`src/rtl/clk_edge_tracker.sv`:
```
// clk_edge_tracker: watches a divided-clock level generated in the i_clk
// domain, emits edge strobes, measures the rise-to-rise period and reports
// lock once the period has been stable for LOCK_CNT measurements.
//
// Build option: define CLK_EDGE_TRACKER_FALL_EN to enable the falling-edge
// strobe. When it is undefined, o_fall_stb is tied to 0.
//
// Ports:
//   i_clk       system clock (only clock)
//   i_rst       synchronous active-high reset
//   i_div_clk   divided-clock level, synchronous to i_clk
//   i_err_clr   clears o_err (a same-cycle set takes priority)
//   o_rise_stb  one-cycle pulse per i_div_clk rising edge
//   o_fall_stb  one-cycle pulse per i_div_clk falling edge (optional)
//   o_period    last measured rise-to-rise period in i_clk cycles
//   o_locked    period stable for LOCK_CNT measurements
//   o_err       sticky: period change or timeout seen while locked
module clk_edge_tracker #(
  parameter int unsigned CNT_W    = 8,
  parameter int unsigned LOCK_CNT = 4
) (
  input  logic             i_clk,
  input  logic             i_rst,
  input  logic             i_div_clk,
  input  logic             i_err_clr,
  output logic             o_rise_stb,
  output logic             o_fall_stb,
  output logic [CNT_W-1:0] o_period,
  output logic             o_locked,
  output logic             o_err
);

  localparam int unsigned MW = $clog2(LOCK_CNT + 1);
  localparam logic [CNT_W-1:0] CNT_MAX    = '1;
  localparam logic [MW-1:0]    MATCH_LOCK = MW'(LOCK_CNT - 1);

  typedef enum logic [1:0] {
    ST_SEARCH  = 2'd0,
    ST_MEASURE = 2'd1,
    ST_LOCKED  = 2'd2
  } state_t;

  logic             r_s;
  logic [CNT_W-1:0] r_cnt;
  logic [MW-1:0]    r_match;
  state_t           r_state;

  logic             w_rise;
  logic             w_sat;
  logic             w_cnt_eq;
  logic [MW-1:0]    w_match_inc;
  state_t           w_state_nxt;
  logic [MW-1:0]    w_match_nxt;
  logic [CNT_W-1:0] w_period_nxt;
  logic             w_locked_nxt;
  logic             w_err_set;

  // Edge detect against the previous sample; no synchronizer needed since
  // i_div_clk is produced in this clock domain.
  assign w_rise      = i_div_clk & ~r_s;
  assign w_sat       = (r_cnt == CNT_MAX);
  assign w_cnt_eq    = (r_cnt == o_period);
  assign w_match_inc = r_match + MW'(1);

  // Next-state and registered-output decode. A rise takes priority over a
  // simultaneous saturation, so a 2^CNT_W-1 period is still measured.
  always_comb begin
    w_state_nxt  = r_state;
    w_match_nxt  = r_match;
    w_period_nxt = o_period;
    w_locked_nxt = o_locked;
    w_err_set    = 1'b0;
    case (r_state)
      ST_SEARCH: begin
        if (w_rise) begin
          w_state_nxt = ST_MEASURE;
          w_match_nxt = '0;
        end
      end
      ST_MEASURE: begin
        if (w_rise) begin
          w_period_nxt = r_cnt;
          if (w_cnt_eq) begin
            w_match_nxt = w_match_inc;
            if (w_match_inc >= MATCH_LOCK) begin
              w_state_nxt  = ST_LOCKED;
              w_locked_nxt = 1'b1;
            end
          end else begin
            w_match_nxt = '0;
          end
        end else if (w_sat) begin
          w_state_nxt  = ST_SEARCH;
          w_locked_nxt = 1'b0;
        end
      end
      ST_LOCKED: begin
        if (w_rise) begin
          if (!w_cnt_eq) begin
            w_err_set    = 1'b1;
            w_locked_nxt = 1'b0;
            w_period_nxt = r_cnt;
            w_match_nxt  = '0;
            w_state_nxt  = ST_MEASURE;
          end
        end else if (w_sat) begin
          w_err_set    = 1'b1;
          w_locked_nxt = 1'b0;
          w_state_nxt  = ST_SEARCH;
        end
      end
      default: begin
        w_state_nxt = ST_SEARCH;
      end
    endcase
  end

  // State, period counter and registered outputs.
  always_ff @(posedge i_clk) begin
    if (i_rst) begin
      r_s        <= 1'b0;
      r_cnt      <= '0;
      r_match    <= '0;
      r_state    <= ST_SEARCH;
      o_rise_stb <= 1'b0;
      o_period   <= '0;
      o_locked   <= 1'b0;
      o_err      <= 1'b0;
    end else begin
      r_s <= i_div_clk;
      if (w_rise) begin
        r_cnt <= CNT_W'(1);
      end else if (!w_sat) begin
        r_cnt <= r_cnt + CNT_W'(1);
      end
      r_match    <= w_match_nxt;
      r_state    <= w_state_nxt;
      o_rise_stb <= w_rise;
      o_period   <= w_period_nxt;
      o_locked   <= w_locked_nxt;
      // Set beats clear when both happen in the same cycle.
      o_err      <= w_err_set | (o_err & ~i_err_clr);
    end
  end

`ifdef CLK_EDGE_TRACKER_FALL_EN
  logic w_fall;
  assign w_fall = ~i_div_clk & r_s;

  // Falling-edge strobe, same 1-cycle latency as the rise strobe.
  always_ff @(posedge i_clk) begin
    if (i_rst) begin
      o_fall_stb <= 1'b0;
    end else begin
      o_fall_stb <= w_fall;
    end
  end
`else
  assign o_fall_stb = 1'b0;
`endif

endmodule

```
`config.mk`:
```
export PLATFORM = sky130hd
export DESIGN_NAME = clk_edge_tracker
export DESIGN_NICKNAME = d
export VERILOG_FILES = /design/src/rtl/clk_edge_tracker.sv
export SDC_FILE = /design/constraint.sdc
export NUM_CORES = 1
export LEC_CHECK = 0
export ABC_AREA = 0
export CORE_MARGIN = 10
export CORE_UTILIZATION = 50
export DETAILED_ROUTE_END_ITERATION = 12
export PLACE_DENSITY = 0.73
export RECOVER_POWER = 100
export SLEW_MARGIN = 10
export SYNTH_ARGS = -nofsm -noshare
export SYNTH_HDL_FRONTEND = slang
export SYNTH_SLANG_ARGS = --single-unit
```
`constraint.sdc`:
```
create_clock -name i_clk -period 1.9 [get_ports i_clk]
set_clock_uncertainty 0.15 [all_clocks]
set_input_delay 0.475 -clock i_clk [delete_from_list [all_inputs] [get_ports i_clk]]
set_output_delay 0.475 -clock i_clk [all_outputs]
set_load 0.05 [all_outputs]
```
Word level (Yosys, flattened, before mapping). Cells that the tools add are included. Widths: inputs -> output; s select.

Bitwise gates (word level): 5. $lt $le $gt $ge: 1. Add/subtract/negate cells: 2. Reductions and logical operators: 8. Muxes and demuxes: 31. Equal/unequal tests: 12.

Operators by type and width (count): $mux 8 (3); $pmux 8 s2 (1); $mux 3 (5); $mux 2 (7); $mux 1 (12); $reduce_and 4->1 (3); $ne 2x2->1 const B (5); $ne 3x3->1 const B (3); $pmux 3 s3 (1); $add 8x1->8 const B (1); $eq 8x8->1 (1); $eq 8x8->1 const B (1); $pmux 2 s3 (1); $reduce_and 5->1 (1); $add 3x1->3 const B (1); $ge 3x2->1 const B (1); $reduce_bool 3->1 (1); $and 1x1->1 (2); $eq 2x1->1 const B (1); $eq 2x2->1 const B (1); $logic_not 2->1 (1); $not 1->1 (2); $pmux 1 s2 (1); $reduce_bool 2->1 (1); 2 further kinds (2).

Bits in registers: 25.

Longest topological paths before layout. Gate-level depths: netlist of run 1.

Word-level depth: 6. Depth in mapped cells: 7.

Worst setup path after synthesis of run 1. No wires, ideal clock.

Kind: register to register. From: register o_period[3]. To: register o_period[1]. Data required time: 1.603 ns. Arrival time: 1.763 ns. Cell stages (with the launch flop): 6. Path slack: -0.160 ns. Cells stage by stage: dfxtp_1 xor2_1 nor4_2 a21oi_1 o21ai_4 a2111oi_2.

Word-level cells in the longest chain between the ends: 3.

RTL lines: from (decl) (RTL line 28) `output logic [CNT_W-1:0] o_period,`; from (signal assigned) (RTL line 139) `o_period <= w_period_nxt;`; $eq 8x8->1 (RTL line 62) `assign w_cnt_eq = (r_cnt == o_period);`; $ne 2x2->1 (no line); $reduce_and 4->1 (no line).

No other way between the ends. A chain may end at the register's enable or synchronous reset.

Final worst setup path of run 1.
From: register o_period[2]. To: register o_period[6].

Same word-level chain as after synthesis.

==> results_dict.tcl, run 1 <==
set metrics [dict create \
    synth.distinct_cells 47 \
    route.detailed.drc 0 \
    met1_usage_pct 17.07 \
    insertion_delay_ps 330 \
    antennaDiodeCount 0 \
    fin_crit_ps 1866 \
    area_growth_pct 26.76 \
    clk_pin_slew_ps 150 \
    ir_worst_vdd_uv 485.9 \
    grt.met2_usage_pct 22.96 \
    grt.busiest_layer "met2" \
    layout_common_cells "nor2_1 (35), buf_4 (28), dfxtp_1 (16)" \
    place_area_mm2 0.001824 \
    viasPerCell 5.744 \
    cts_max_level 1 \
    finalHoldViolations 0 \
    start_util_pct 53.35 \
    period_share_pct 98.23 \
    place.gp.congestion 0.8613 \
    root_buffer "clkbuf_4" \
    routed_wirelength_um 3829 \
    finalPower_mw 1.160 \
    cts.sinks 25 \
    cts_buffers 3 \
    nets 219 \
    reg2reg_depth 5 \
    die_x_um 74.71 \
    final_layout_size_suffix_gt1_share_pct 35.55 \
    maxCapViolCount 0 \
    synth_area_per_cell_um2 8.551 \
    finalWorstSetupSlack_ps 33.62 \
    crit_type "flip-flop to flip-flop" \
    setup_viol 0 \
    drt_iter0_drc 75 \
    clk_path_buf_depth 2 \
    overflow 0 \
    worst_setup_path_start_kind "flip-flop" \
    whs_path_depth 2 \
    grt_pass1_vias 1345 \
    groute.usage.overall_pct 14.14 \
    crit_required_ps 1970 \
    dieArea_mm2 0.005581 \
    max_freq_mhz 535.8 \
    fin_area_mm2 0.001897 \
    dr.pass1.iters 4 \
    ant_nets 0 \
    synth_area_mm2 0.001496 \
    hpwlAfterDp_um 2879 \
    cellLeakagePower_nw 0.8190 \
    grt_antenna_before_repair 0 \
    ys_seq_area_share_pct 33.44 \
    p_per_area_mw_per_mm2 611.7 \
    num_vias 1390 \
    grt_max_degree 16 \
    hp-class "flip-flop to flip-flop" \
    port_buffers 14 \
    synth_fp_nets 182 \
    grt_first_pass_wirelength_um 6258 \
    ys_ff_latch 25 \
    worst_ep_arrival_time_ps 1940 \
    drv_slew 0 \
    io_pins 16 \
    hold_buffers 0 \
    final_common_cell "nor2_1" \
    cts_tree "done" \
    rsz0062_at_grt "yes" \
    fp-row-count 19 \
    crit_fanout 7 \
    status "finished, final reports clean" \
    post_drt_wl_per_cell_um 15.82 \
    endpoint_kind "flip-flop" \
    die_h_um 74.71 \
    post-place-ws_ps -172.1 \
    fillers 229 \
    grt_use_met3_pct 4.731 \
    syn_inst 175 \
    core-area_mm2 0.002805 \
    yosysWarnings 0 \
]
==> cell type report <==
type                            instances  area [um^2]  area share (%)
Timing Repair Buffer                   44        339.1           17.88
Clock buffer                            3        22.52           1.187
Clock inverter                          1        7.507          0.3958
Multi-Input combinational cell        129        943.4           49.74
Sequential cell                        25        511.7           26.98
Tap cell                               31        38.79           2.045
Inverter                                9        33.78           1.781
==> worst max-delay path, stage by stage, from the launching register on <==
cell and delay (ps):
dfxtp_2 380, xor2_1 190, nor4_4 410, a21oi_2 140
o21ai_4 360, a2111oi_2 130
==> stage by stage <==
step,cells,TNS (ps),utilization (%),hold slack (ps)
5_1_grt,242,-296.8,67.62,384.1
4_1_cts,240,0,66.55,369.2
3_5_place_dp,236,-2420,65.03,349.4
3_3_place_gp,236,-1259,65.03,341.9
6_report,242,0,67.62,372.5
2_1_floorplan,175,0,-,340.3
==> cell usage after synthesis, drive strengths merged <==
cell,instances,share of area (%)
and3b,1,0.59
dfxtp,25,33
o22ai,2,1.3
conb,1,0.25
nand3,4,1.3
nand3b,3,1.5
nand4b,1,0.59
xnor2,1,0.59
a211o,1,0.67
a211oi,2,1.3
clkbuf,5,1.3
nor4,3,2.1
nand2b,6,2.5
buf,7,3.3
nor3b,2,1.0
nor3,1,0.33
a31oi,1,0.42
xor2,12,7.0
a22oi,2,1.0
a21bo,1,0.67
a21o,2,1.1
o21ai,3,1.8
a221oi,1,1.0
mux2i,2,1.3
nor2,36,9.0
a21oi,11,3.7
nor2b,3,1.3
nand2,5,1.3
o21bai,1,0.50
inv,9,2.3
and2,2,0.84
and3,3,1.3
nand4,2,0.84
a2111oi,7,7.9
o22a,3,1.8
o31ai,1,0.50
ha,3,2.5
==> where the power goes <==
part           leakage (nW)  internal (mW)  total (mW)  switching (mW)
Sequential            0.207          0.545       0.566          0.0213
Clock                0.0139         0.0808       0.260           0.179
Combinational         0.598          0.139       0.334           0.195
==> logic make-up after synthesis <==
family                   share of synthesized area, %
AND/OR/NAND/NOR                                 24.50
AO/OA/AOI/OAI                                   23.50
flip-flops                                      33.44
buffers and inverters                           6.856
XOR/XNOR                                        7.609
adder cells (fa/ha/maj)                         2.509
multiplexers                                    1.338
other                                          0.2506
==> worst paths after layout <==
path / slack (ps) / endpoint / startpoint
hold reg to reg: 370 / o_period[6]$_SDFFE_PP0P_ / o_period[6]$_SDFFE_PP0P_
setup reg to reg: 30 / o_period[6]$_SDFFE_PP0P_ / o_period[2]$_SDFFE_PP0P_
hold / removal: 370 / o_period[6]$_SDFFE_PP0P_ / o_period[6]$_SDFFE_PP0P_
setup / recovery: 30 / o_period[6]$_SDFFE_PP0P_ / o_period[2]$_SDFFE_PP0P_
==> per-layer routing <==
| metal | share of wire (%) | wire [um] |
|---|---|---|
| met1 | 43 | 1648 |
| met2 | 48 | 1842 |
| met3 | 6.5 | 249 |
| met4 | 2.3 | 89 |
| met5 | 0 | 0 |
==> state kept, by name (all words and copies together) (netlist names) <==
name,flops
o_period,8
r_match,3
r_s,1
o_locked,1
o_err,1
r_state,2
o_rise_stb,1
r_cnt,8
==> timing repair <==
action | CTS | global route
buffers inserted | 0 | 2
gates resized for setup | 2 | 11
pin swaps | 0 | 7
endpoints found under the setup margin | 7 | 15
Power figures use the tool's default switching activity.
==> run 2: changes to the inputs <==
--- a/config.mk
+++ b/config.mk
@@ -5,12 +5,13 @@
 export SDC_FILE = /design/constraint.sdc
 export NUM_CORES = 1
 export LEC_CHECK = 0
-export ABC_AREA = 0
+export ABC_AREA = 1
 export CORE_MARGIN = 10
-export CORE_UTILIZATION = 50
+export CORE_UTILIZATION = 38
 export DETAILED_ROUTE_END_ITERATION = 12
-export PLACE_DENSITY = 0.73
+export PLACE_DENSITY = 0.58
 export RECOVER_POWER = 100
+export SKIP_LAST_GASP = 1
 export SLEW_MARGIN = 10
 export SYNTH_ARGS = -nofsm -noshare
 export SYNTH_HDL_FRONTEND = slang
==> run 2 against run 1 <==
Net effect: final area decreased by 4.5%; via count decreased by 3.4%; worst hold slack got worse by 57 ps; flip-flop and latch count unchanged; sequential power increased by 33%; maximum frequency increased by 8.3%; synthesized cell count increased by 20%; critical endpoint is now r_state[1]$_SDFFE_PP0P_; largest cell class unchanged; highest routed layer unchanged.
==> results_dict.tcl, run 2 <==
set metrics [dict create \
    status "finished, final reports clean" \
    largestRegisters "o_period x8, r_cnt x8, r_match x3" \
    fillers 381 \
    synth_area_per_cell_um2 7.060 \
    routed_wirelength_um 3282 \
    r2r_start "r_cnt[1]$_SDFFE_PP0P_" \
    antennaDiodeCount 0 \
    start_util_pct 39.90 \
    io_pins 16 \
    worst_ep_arrival_time_ps 1790 \
    overflow 0 \
    relSlewSlack_pct 59.73 \
    final_layout_size_suffix_gt1_share_pct 22.18 \
    core-area_mm2 0.003716 \
    route.detailed.drc 0 \
    yosys-top-cells-count "nand2_1 (45), dfxtp_1 (25), inv_1 (24), nor2_1 (24), a21oi_1 (11)" \
    cts_tree "done" \
    nets 247 \
    fin_crit_ps 1724 \
    cts_max_level 1 \
    synth.area.top_cells "dfxtp_1 (34%), nand2_1 (11%), inv_1 (6.1%)" \
    synth_top_cell_area_share_pct 33.76 \
    final_common_cell "nand2_1" \
    regToRegSetupSlack_ps 190 \
    area_growth_pct 22.19 \
    num_vias 1343 \
    synth_area_mm2 0.001483 \
    cp-startpoint "i_div_clk" \
    dieArea_mm2 0.006800 \
    groute.usage.overall_pct 10.45 \
    crit_end "r_state[1]$_SDFFE_PP0P_" \
    grt_antenna_before_repair 0 \
    post_cts_buffers 0 \
    fin_area_mm2 0.001812 \
    syn_inst 210 \
    grt_pass1_vias 1235 \
    fp-row-count 22 \
    layout_common_cells "nand2_1 (45), nor2_1 (25), dfxtp_1 (25)" \
    endpoint_kind "flip-flop" \
    clk_pin_slew_ps 90 \
    port_buffers 14 \
    worst_pin_slew_ps 606.6 \
    ys_ff_latch 25 \
    reg2reg_depth 7 \
    hold_buffers 0 \
    cts.sinks 25 \
    max_freq_mhz 580.0 \
    setup_viol 0 \
    crit_fanout 6 \
    root_buffer "clkbuf_8" \
    r2r_end "r_cnt[4]$_SDFFE_PP0P_" \
    hpwlAfterDp_um 2498 \
    synth.distinct_cells 32 \
    die_x_um 82.47 \
    synth-main-ff-cell "dfxtp_1" \
    cts_buffers 3 \
    place_area_mm2 0.001833 \
    crit_type "input port to flip-flop" \
    worst_setup_path_start_kind "input port" \
    async_reset_ff_share_pct 0 \
    place.gp.congestion 0.8849 \
    synth.largest_area_cell "dfxtp_1" \
    finalWorstSetupSlack_ps 175.9 \
    yosysWarnings 0 \
    ir_worst_vdd_uv 662.9 \
    grt_first_pass_wirelength_um 5609 \
    p_per_area_mw_per_mm2 1284 \
    insertion_delay_ps 280 \
    finalHoldViolations 0 \
    ant_nets 0 \
    post_drt_wl_per_cell_um 11.44 \
    synth_fp_nets 217 \
    cellLeakagePower_nw 0.9344 \
    hp-class "flip-flop to flip-flop" \
    drv_slew 0 \
    finalPower_mw 2.327 \
    post-place-ws_ps -110.7 \
    dr.pass1.iters 4 \
    grt_max_degree 16 \
    maxCapViolCount 0 \
    drt_iter0_drc 86 \
    die_h_um 82.47 \
    synth.most_common_cell "nand2_1" \
    viasPerCell 4.679 \
    synth_edf_count 0 \
    crit_required_ps 1970 \
    setup_tns_ps 0 \
    ys_seq_area_share_pct 33.76 \
    period_share_pct 90.74 \
    rsz0062_at_grt "yes" \
    clk_path_buf_depth 2 \
]
==> run 2: cell types whose count changed after synthesis, moves of 6 or more <==
cell / change
inv_1: +15
nor2_1: -12
o21ai_0: +7
inv_2: +6
nand2b_1: -6
xor2_1: -9
a2111oi_2: -6
nor2_2: +8
nand2_1: +40
==> run 2: worst min-delay path by stage <==
stage,to,startpoint,depth (start not counted)
6_report,o_err$_SDFF_PP0_,o_err$_SDFF_PP0_,2
2_1_floorplan,r_match[2]$_SDFFE_PP0P_,r_match[2]$_SDFFE_PP0P_,2
4_1_cts,o_err$_SDFF_PP0_,o_err$_SDFF_PP0_,2
5_1_grt,o_period[2]$_SDFFE_PP0P_,o_period[2]$_SDFFE_PP0P_,2
3_3_place_gp,o_err$_SDFF_PP0_,o_err$_SDFF_PP0_,2
3_5_place_dp,o_err$_SDFF_PP0_,o_err$_SDFF_PP0_,2
==> run 2: worst max-delay path, cell delays in order <==
cell and delay (ps):
clkdlybuf4s50_1 470, inv_2 50, nor2_4 70, buf_4 150, nand2_2 60, nor2_2 140
inv_1 60, nand2_1 60, clkinv_1 50, nand3_1 80, nand2_1 50, nor2_1 70
==> run 2: kinds of logic (layout without fill, tap and decap cells) <==
family | after synthesis | count (layout) | synth area share (%)
AOI/OAI and AO/OA | 38 | 38 | 15.61
xor gates and xnor gates | 6 | 6 | 3.545
adders and majority gates | 3 | 3 | 2.532
buffers and inverters | 35 | 64 | 9.958
DFF | 25 | 25 | 33.76
other | 1 | 1 | 0.2529
and+or+nand+nor | 102 | 102 | 34.35
==> run 2: area by class of cell <==
cell class / count / area, um^2 / share of cell area (%)
clock buffer: 3 / 41.29 / 2.279
timing repair buffer: 28 / 236.5 / 13.05
multi-input combinational: 150 / 845.8 / 46.69
tap: 48 / 60.06 / 3.315
sequential: 25 / 500.5 / 27.62
clock inverter: 1 / 7.507 / 0.4144
inverter: 32 / 120.1 / 6.630
==> run 2: report_power, final <==
part | internal, mW | switching, mW
clock network | 0.149 | 0.185
logic | 0.433 | 0.808
registers | 0.634 | 0.117
total | 1.22 | 1.11
==> run 2: metrics by stage <==
stage | std cells | hold slack [ps] | utilization, %
3_5_place_dp | 283 | 306.9 | 49.33
5_1_grt | 287 | 376.7 | 48.75
4_1_cts | 287 | 320.9 | 50.64
2_1_floorplan | 210 | 345.4 | -
3_3_place_gp | 283 | 305.7 | 49.33
6_report | 287 | 315.5 | 48.75
==> run 2: routing by layer <==
| metal | GRT usage [%] | vias to the layer above | routed length [um] |
|---|---|---|---|
| li1 | - | 724 | - |
| met1 | 14.02 | 590 | 1711 |
| met2 | 14.93 | 22 | 1340 |
| met3 | 2.592 | 7 | 139 |
| met4 | 5.612 | 0 | 91 |
| met5 | 0 | - | 0 |
==> run 2: repair_timing <==
| action | CTS | global route |
|---|---|---|
| resized for setup | 0 | 2 |
| setup endpoints to repair | 0 | 4 |
| endpoints found under the hold margin | 0 | 0 |
